## config.mk

```make
export PLATFORM = sky130hd
export DESIGN_NAME = ethernet_tx
export DESIGN_NICKNAME = d
export VERILOG_FILES = /design/src/rtl/ethernet_tx.sv
export SDC_FILE = /design/constraint.sdc
export NUM_CORES = 1
export LEC_CHECK = 0
export CORE_ASPECT_RATIO = 1.25
export CORE_MARGIN = 2
export CORE_UTILIZATION = 55
export CTS_CLUSTER_SIZE = 8
export DETAILED_ROUTE_END_ITERATION = 16
export PLACE_DENSITY_LB_ADDON = 0.15
export SYNTH_ARGS = -nofsm -noshare
export SYNTH_HDL_FRONTEND = slang
export SYNTH_SLANG_ARGS = --single-unit
```

## constraint.sdc

```tcl
create_clock -name clk -period 3.76 [get_ports clk]
set_clock_uncertainty 0.05 [all_clocks]
set_input_delay 0.752 -clock clk [delete_from_list [all_inputs] [get_ports clk]]
set_output_delay 0.752 -clock clk [all_outputs]
set_load 0.01 [all_outputs]
```

## src/rtl/ethernet_tx.sv

```systemverilog
// ethernet_tx: RMII transmitter that sends one 16-bit readback word as a
// minimum-size Ethernet II frame (preamble/SFD, MAC header, padded payload,
// CRC-32 FCS) followed by an inter-frame gap.
//
// Ports:
//   clk      50 MHz RMII reference clock (only clock)
//   rst      synchronous active-high reset
//   data_i   readback data, latched on accept
//   addr_i   readback address, latched on accept (echo build only)
//   valid_i  send request, accepted when ready_o=1
//   ready_o  idle, able to accept a request
//   txen_o   RMII TX_EN
//   txd_o    RMII TXD[1:0]
//
// Build option: define ETHERNET_TX_ADDR_ECHO_EN to prefix the payload with
// addr_i (MSB byte first) ahead of data_i.
module ethernet_tx #(
  parameter logic [47:0] DST_MAC   = 48'hFF_FF_FF_FF_FF_FF,
  parameter logic [47:0] SRC_MAC   = 48'h69_69_5A_06_54_91,
  parameter logic [15:0] ETHERTYPE = 16'h0002
) (
  input  logic        clk,
  input  logic        rst,
  input  logic [15:0] data_i,
  input  logic [15:0] addr_i,
  input  logic        valid_i,
  output logic        ready_o,
  output logic        txen_o,
  output logic [1:0]  txd_o
);

  localparam logic [31:0] CRC_POLY = 32'hEDB88320;

  typedef enum logic [2:0] {
    S_IDLE,
    S_PREAMBLE,
    S_BODY,
    S_FCS,
    S_IFG
  } state_e;

  state_e      state_q, state_d;
  logic [7:0]  cnt_q, cnt_d;
  logic [31:0] crc_q, crc_d;
  logic [15:0] data_q, data_d;
`ifdef ETHERNET_TX_ADDR_ECHO_EN
  logic [15:0] addr_q, addr_d;
`else
  logic        unused_addr;
  assign unused_addr = ^addr_i;
`endif

  logic [5:0]  byte_idx;
  logic [47:0] field_sh;
  logic [7:0]  body_byte;
  logic [7:0]  body_sh;
  logic [31:0] fcs_sh;

  // Reflected CRC-32, two bits per call, bit 0 first.
  function automatic logic [31:0] crc_step(input logic [31:0] c, input logic [1:0] d);
    logic [31:0] r;
    r = c;
    for (int unsigned i = 0; i < 2; i++) begin
      r = (r[0] ^ d[i]) ? ((r >> 1) ^ CRC_POLY) : (r >> 1);
    end
    return r;
  endfunction

  assign byte_idx = cnt_q[7:2];

  // Byte currently on the wire during BODY; header fields are shifted so the
  // wanted byte lands in bits [7:0], MSB byte of each field first.
  always_comb begin
    field_sh = '0;
    if (byte_idx < 6'd6) begin
      field_sh = DST_MAC >> {6'd5 - byte_idx, 3'b000};
    end else if (byte_idx < 6'd12) begin
      field_sh = SRC_MAC >> {6'd11 - byte_idx, 3'b000};
    end else if (byte_idx < 6'd14) begin
      field_sh = {32'h0, ETHERTYPE} >> {6'd13 - byte_idx, 3'b000};
    end else begin
      case (byte_idx)
`ifdef ETHERNET_TX_ADDR_ECHO_EN
        6'd14:   field_sh[7:0] = addr_q[15:8];
        6'd15:   field_sh[7:0] = addr_q[7:0];
        6'd16:   field_sh[7:0] = data_q[15:8];
        6'd17:   field_sh[7:0] = data_q[7:0];
`else
        6'd14:   field_sh[7:0] = data_q[15:8];
        6'd15:   field_sh[7:0] = data_q[7:0];
`endif
        default: field_sh[7:0] = 8'h00;
      endcase
    end
    body_byte = field_sh[7:0];
    body_sh   = body_byte >> {cnt_q[1:0], 1'b0};
    fcs_sh    = ~crc_q >> {cnt_q[3:0], 1'b0};
  end

  always_comb begin
    state_d = state_q;
    cnt_d   = cnt_q + 8'd1;
    crc_d   = crc_q;
    data_d  = data_q;
`ifdef ETHERNET_TX_ADDR_ECHO_EN
    addr_d  = addr_q;
`endif
    txen_o  = 1'b0;
    txd_o   = 2'b00;
    case (state_q)
      S_IDLE: begin
        cnt_d = '0;
        if (valid_i) begin
          state_d = S_PREAMBLE;
          data_d  = data_i;
`ifdef ETHERNET_TX_ADDR_ECHO_EN
          addr_d  = addr_i;
`endif
        end
      end
      S_PREAMBLE: begin
        txen_o = 1'b1;
        // 31 dibits of 01 then 11: 7 x 0x55 plus SFD 0xD5, LSB dibit first.
        txd_o  = (cnt_q == 8'd31) ? 2'b11 : 2'b01;
        crc_d  = '1;
        if (cnt_q == 8'd31) begin
          state_d = S_BODY;
          cnt_d   = '0;
        end
      end
      S_BODY: begin
        txen_o = 1'b1;
        txd_o  = body_sh[1:0];
        crc_d  = crc_step(crc_q, body_sh[1:0]);
        if (cnt_q == 8'd239) begin
          state_d = S_FCS;
          cnt_d   = '0;
        end
      end
      S_FCS: begin
        txen_o = 1'b1;
        txd_o  = fcs_sh[1:0];
        if (cnt_q == 8'd15) begin
          state_d = S_IFG;
          cnt_d   = '0;
        end
      end
      S_IFG: begin
        if (cnt_q == 8'd47) begin
          state_d = S_IDLE;
          cnt_d   = '0;
        end
      end
      default: begin
        state_d = S_IDLE;
        cnt_d   = '0;
      end
    endcase
  end

  assign ready_o = (state_q == S_IDLE);

  always_ff @(posedge clk) begin
    if (rst) begin
      state_q <= S_IDLE;
      cnt_q   <= '0;
      crc_q   <= '1;
      data_q  <= '0;
`ifdef ETHERNET_TX_ADDR_ECHO_EN
      addr_q  <= '0;
`endif
    end else begin
      state_q <= state_d;
      cnt_q   <= cnt_d;
      crc_q   <= crc_d;
      data_q  <= data_d;
`ifdef ETHERNET_TX_ADDR_ECHO_EN
      addr_q  <= addr_d;
`endif
    end
  end

endmodule

```

[Word-level counts from Yosys, hierarchy flattened]
Cells that the tools add are included.
Storage, ports and cells
  register bits after elaboration: 59
  logic and storage cells: 62
Operators by class
  add/subtract/negate cells: 4
  magnitude comparators: 3
  eq/ne operators: 15
  shift-type cells: 5
  multiplexer cells: 21
  bitwise operators: 5
  reduce and logical (&&, ||, !) cells: 5
Operators by type and width (count)
  2-to-1 mux 32 bit: 2
  case mux 32 bit (2 select lines): 1
  2-to-1 mux 8 bit: 7
  >> shifter 2 x 9 -> 48 bit, first input constant: 1
  >> shifter 48 x 9 -> 8 bit, first input constant: 1
  >> shifter 47 x 9 -> 8 bit, first input constant: 1
  NOT 32 bit: 1
  case mux 8 bit (4 select lines): 1
  >> shifter 32 x 5 -> 2 bit: 1
  NOT 13 -> 14 bit: 2
  case mux 8 bit (2 select lines): 1
  2-to-1 mux 3 bit: 5
  case mux 3 bit (5 select lines): 1
  == test 6 x 4 -> 1 bit, second input constant: 2
  < comparator 6 x 4 -> 1 bit, second input constant: 2
  subtractor 4 x 6 -> 6 bit, first input constant: 2
  != test 2 bit, second input constant: 5
  adder 8 x 1 -> 8 bit, second input constant: 1
  == test 8 x 4 -> 1 bit, second input constant: 1
  == test 8 x 5 -> 1 bit, second input constant: 1
  == test 8 x 6 -> 1 bit, second input constant: 1
  == test 8 bit, second input constant: 1
  >> shifter 8 x 3 -> 2 bit: 1
  == test 3 x 2 -> 1 bit, second input constant: 2
  13 further kinds: 14

[Logic depth before layout (Yosys ltp)]
  depth in word-level cells: 11
  depth in mapped cells: 12
  mapped depth without buffers: 10

[Least setup slack after synthesis]
OpenSTA, ideal clock, no wires.
  path type: reg-to-output
  from: register cnt_q[5]
  to: output port txd_o[0]
  arrival time: 2.551 ns
  data required time: 2.958 ns
  setup slack: 0.407 ns
  stages on the path, launching flop included: 11
  cells stage by stage: dfxtp_1 buf_2 inv_1 ha_1 a2111oi_4 nor2_1 a32oi_1 o221ai_1 a221oi_2 nand2b_1 a21oi_1
On the way
  cells in the longest elaborated chain, start to end: 7
  elaborated cells between the ends (all ways): 17
  those cells by class: add/sub: 3; order compare: 3; eq/ne: 2; shift: 4; mux: 5
RTL lines
  from (decl): RTL line 43  | logic [7:0] cnt_q, cnt_d;
  from (signal assigned): RTL line 174  | cnt_q <= cnt_d;
  branches (longest 4 deep; another with subtractor 4 x 6 -> 6 bit)
  2-to-1 mux 8 bit *: RTL line 75  | if (byte_idx < 6'd6) begin
  >> shifter 8 x 3 -> 2 bit *: RTL line 96  | body_sh = body_byte >> {cnt_q[1:0], 1'b0};
  case mux 2 bit (3 select lines) *: RTL line 110  | case (state_q)
  to (decl): RTL line 29  | output logic [1:0] txd_o
Every way passes the cells marked *.

[Worst setup path in the final report]
Same ends and word-level chain as after synthesis.

==> summary.txt <==
Run status
  • Status: completed

Global route
  • All-Layer GR Usage: 0.2579
  • Initial antenna violation count: 0
  • Grt total ovfl: 0
  • Vias in the first global route: 2971
  • Pin count of the biggest net entering global routing: 23
  • First-pass GRT wire length: approximately 14000 um

Yosys
  • Post-synth EDFFs: 0
  • Ys async rst share: 0
  • Synthesized net count: ~430
  • Post-Syn Area per Cell: approximately 9.0 sq um
  • Synth top cells by count: 59 x dfxtp_1, 49 x nand2_1, 39 x a21oi_1, 31 x nor2_1, 17 x clkbuf_1
  • Count leader, synth: dfxtp_1
  • Register bit count reported by yosys: between 50 and 60
  • Main flop type after synthesis: dfxtp_1
  • Synth top area cells: dfxtp_1 34%, mux4_2 6.5%, a21oi_1 5.7%
  • Yosys warning count: 0
  • Register area share after synthesis: 0.3425
  • Mapped Area: between 3000 and 4000 sq um
  • Largest area contributor in the netlist: dfxtp_1
  • Yosys cell types: 60
  • Cells after Synth: 382
  • Top cell type's share of synthesized area: 0.3425

Timing
  • Number of setup violations in the final report: 0
  • Final period utilization: 0.9455
  • Min Tclk post-route: ~3600 ps
  • Max Freq: ~0.28 GHz
  • Final WS setup: between 200 and 250 ps
  • WHS: around 400 ps
  • Unrepaired setup endpoints after global routing: no
  • Setup TNS: 0 ps
  • Worst slew pin tran: between 900 and 1000 ps
  • Final hold violations: 0
  • Max-slew headroom: 0.3568
  • Max-slew violation total from the final report: 0

Pwr
  • Static leakage: 1.445 nW
  • PwrDens: ~320 nW/um^2
  • Worst IR Drop VDD: 234.9 uV
  • Final Total Pwr: ~1.3 mW

Floorplan
  • Starting density of the core: 0.5629
  • Std cell rows: 32
  • Number of top-level pins: 39
  • Core region area: between 6000 and 7000 sq um
  • Die Y: just over 90 um
  • Die width: approximately 75 um
  • DIE AREA: between 6000 and 7000 sq um

Setup path
  • CP startpoint kind: flop
  • Critical Path AT: about 2800 ps
  • Crit-path max FO: 5
  • Crit. Startpoint: cnt_q[5]
  • Crit-path max cell delay: ~440 ps
  • RR Startpoint: cnt_q[5]
  • WS Path Type: reg2out
  • R2r worst-path depth: 13
  • Worst-path cell chain: inv_2 > ha_2 > a2111oi_4 > nor2_1 > a32oi_1 > o221ai_1 > a221oi_2 > nand2b_1 > a21oi_1 > clkbuf_2
  • Critical Path RT: around 3000 ps
  • Reg2reg end: crc_q[29]
  • Critical-path top delay cell: a2111oi_4
  • Reg2Reg Setup Slack: 570 ps
  • CP Capture Type: output port
  • Worst Setup EP: txd_o[0]

Clock network
  • H-tree depth: 3
  • Clock sink total: 59
  • Clock Latency Late Sink: 350 ps
  • CTS tree: built
  • Inserted Clock Buffers: 9
  • Hold-fix buffers, CTS: 0
  • Clk slew on worst S/H paths: 80 ps
  • Clk buf depth: 2
  • CTS root buf: clkbuf_8

Cells and area
  • Share of cells above drive strength 1: 0.1981
  • Area Growth Syn to Fin: 18.58%
  • ANT cells: 0
  • Final nets: approximately 450
  • Finished Cell Area: 4089 sq um
  • # fillers: 536

Route
  • Initial DRC Count: 164
  • WL final: around 8000 um
  • Vias post-DR: between 2000 and 3000
  • Routed Antenna Nets: 0
  • Via density: 5.778
  • Remaining DRCs: 0
  • Wire length per cell: about 16 um
  • Pre-antenna DRT Iters: 5

Placement
  • Worst slack at placement: approximately 28 ps
  • HPWL after detailed placement: around 5700 um
  • Input/output buffers: 22
  • Cell Area, Placed: approximately 3800 sq um
  • RD Place Congestion: between 0.8 and 0.9

Hold path
  • Worst hold-check path type: reg2reg

Run
  • Max Cap Violations: 0
-- per-stage QoR --
| step | utilization | std cells |
|---|---|---|
| floorplan | - | 382 |
| detailed placement | 0.6197 | 480 |
| global route | 0.6675 | 499 |
| finish | 0.6675 | 499 |
| CTS | 0.6663 | 498 |
| global placement | 0.6197 | 480 |
-- layer usage --
layer	part of all wire	up-vias	routed length (um)	global-route usage
met3	0.034	21	273	0.05550
met4	0.020	0	165	0.08333
met1	0.41	1381	3358	0.3034
met2	0.53	59	4318	0.4539
li1	-	1422	-	-
met5	0	-	0	0
-- worst max-delay path: cells and delay by family (launching register included) --
| kind | cells | cell delay (ps) |
|---|---|---|
| AOI/OAI and AO/OA | 5 | 1350 |
| DFF | 1 | 390 |
| adders and majority gates | 1 | 220 |
| buffers and inverters | 2 | 250 |
| and+or+nand+nor | 2 | 200 |
-- final cells by class --
class                           count  area (sq um)  share of cell area
Sequential cell                    59          1191              0.2913
Inverter                            7         26.28            0.006426
Clock buffer                        9         123.9             0.03029
Timing Repair Buffer               47         414.1              0.1013
Clock inverter                      7         76.32             0.01867
Multi-Input combinational cell    285          2151              0.5260
Tap cell                           85         106.4             0.02601
-- logic make-up after synthesis --
logic type / Yosys count / share of synthesized area
fa+ha+maj: 9 / 0.03266
flops: 59 / 0.3425
compound gates: 93 / 0.1829
xor+xnor: 30 / 0.1078
simple gates: 141 / 0.2097
mux: 12 / 0.07148
buf+inv: 38 / 0.05297
-- sequential cells by signal, summed over array words and instances, names as in the netlist --
register	count
cnt_q	8
data_q	16
crc_q	32
state_q	3
-- worst min path at each step --
| stage | from | end | slack [ps] | depth (start not counted) |
|---|---|---|---|---|
| 3_5_place_dp | data_q[2] | data_q[2] | 400 | 2 |
| 6_report | data_q[2] | data_q[2] | 410 | 2 |
| 4_1_cts | data_q[2] | data_q[2] | 410 | 2 |
| 3_3_place_gp | data_q[2] | data_q[2] | 390 | 2 |
| 2_1_floorplan | data_q[8] | data_q[8] | 380 | 2 |
| 5_1_grt | data_q[2] | data_q[2] | 440 | 2 |
-- power breakdown --
part / internal (mW) / switching (mW)
Combinational: 0.0378 / 0.0415
Clock: 0.309 / 0.274
Sequential: 0.636 / 0.00929
Total: 0.982 / 0.324
-- what timing repair did --
item	CTS	global route
endpoints found under the setup margin	2	2
gates cloned	0	0
pin swaps	4	5
buffers inserted	2	1
resized for setup	18	5
-- placed cells by master (no fill, tap or decap), types with 4 or more instances in the layout --
cell type	Yosys	routed
inv_1	7	6
xor2_1	12	12
o22a_1	6	6
xnor3_1	6	6
or2_2	4	4
a21oi_1	39	39
nand4_1	4	4
nor2_1	31	31
o21ai_0	8	8
nor2b_1	5	5
dfxtp_2	0	5
o22ai_1	12	12
nand2b_1	15	15
nand2_1	49	49
buf_4	3	24
and3_1	7	7
clkbuf_8	0	9
dfxtp_1	59	53
nand3_1	7	7
mux4_2	10	10
ha_1	9	5
xnor2_1	10	10
clkdlybuf4s50_1	0	20
Power figures use the tool's default switching activity.
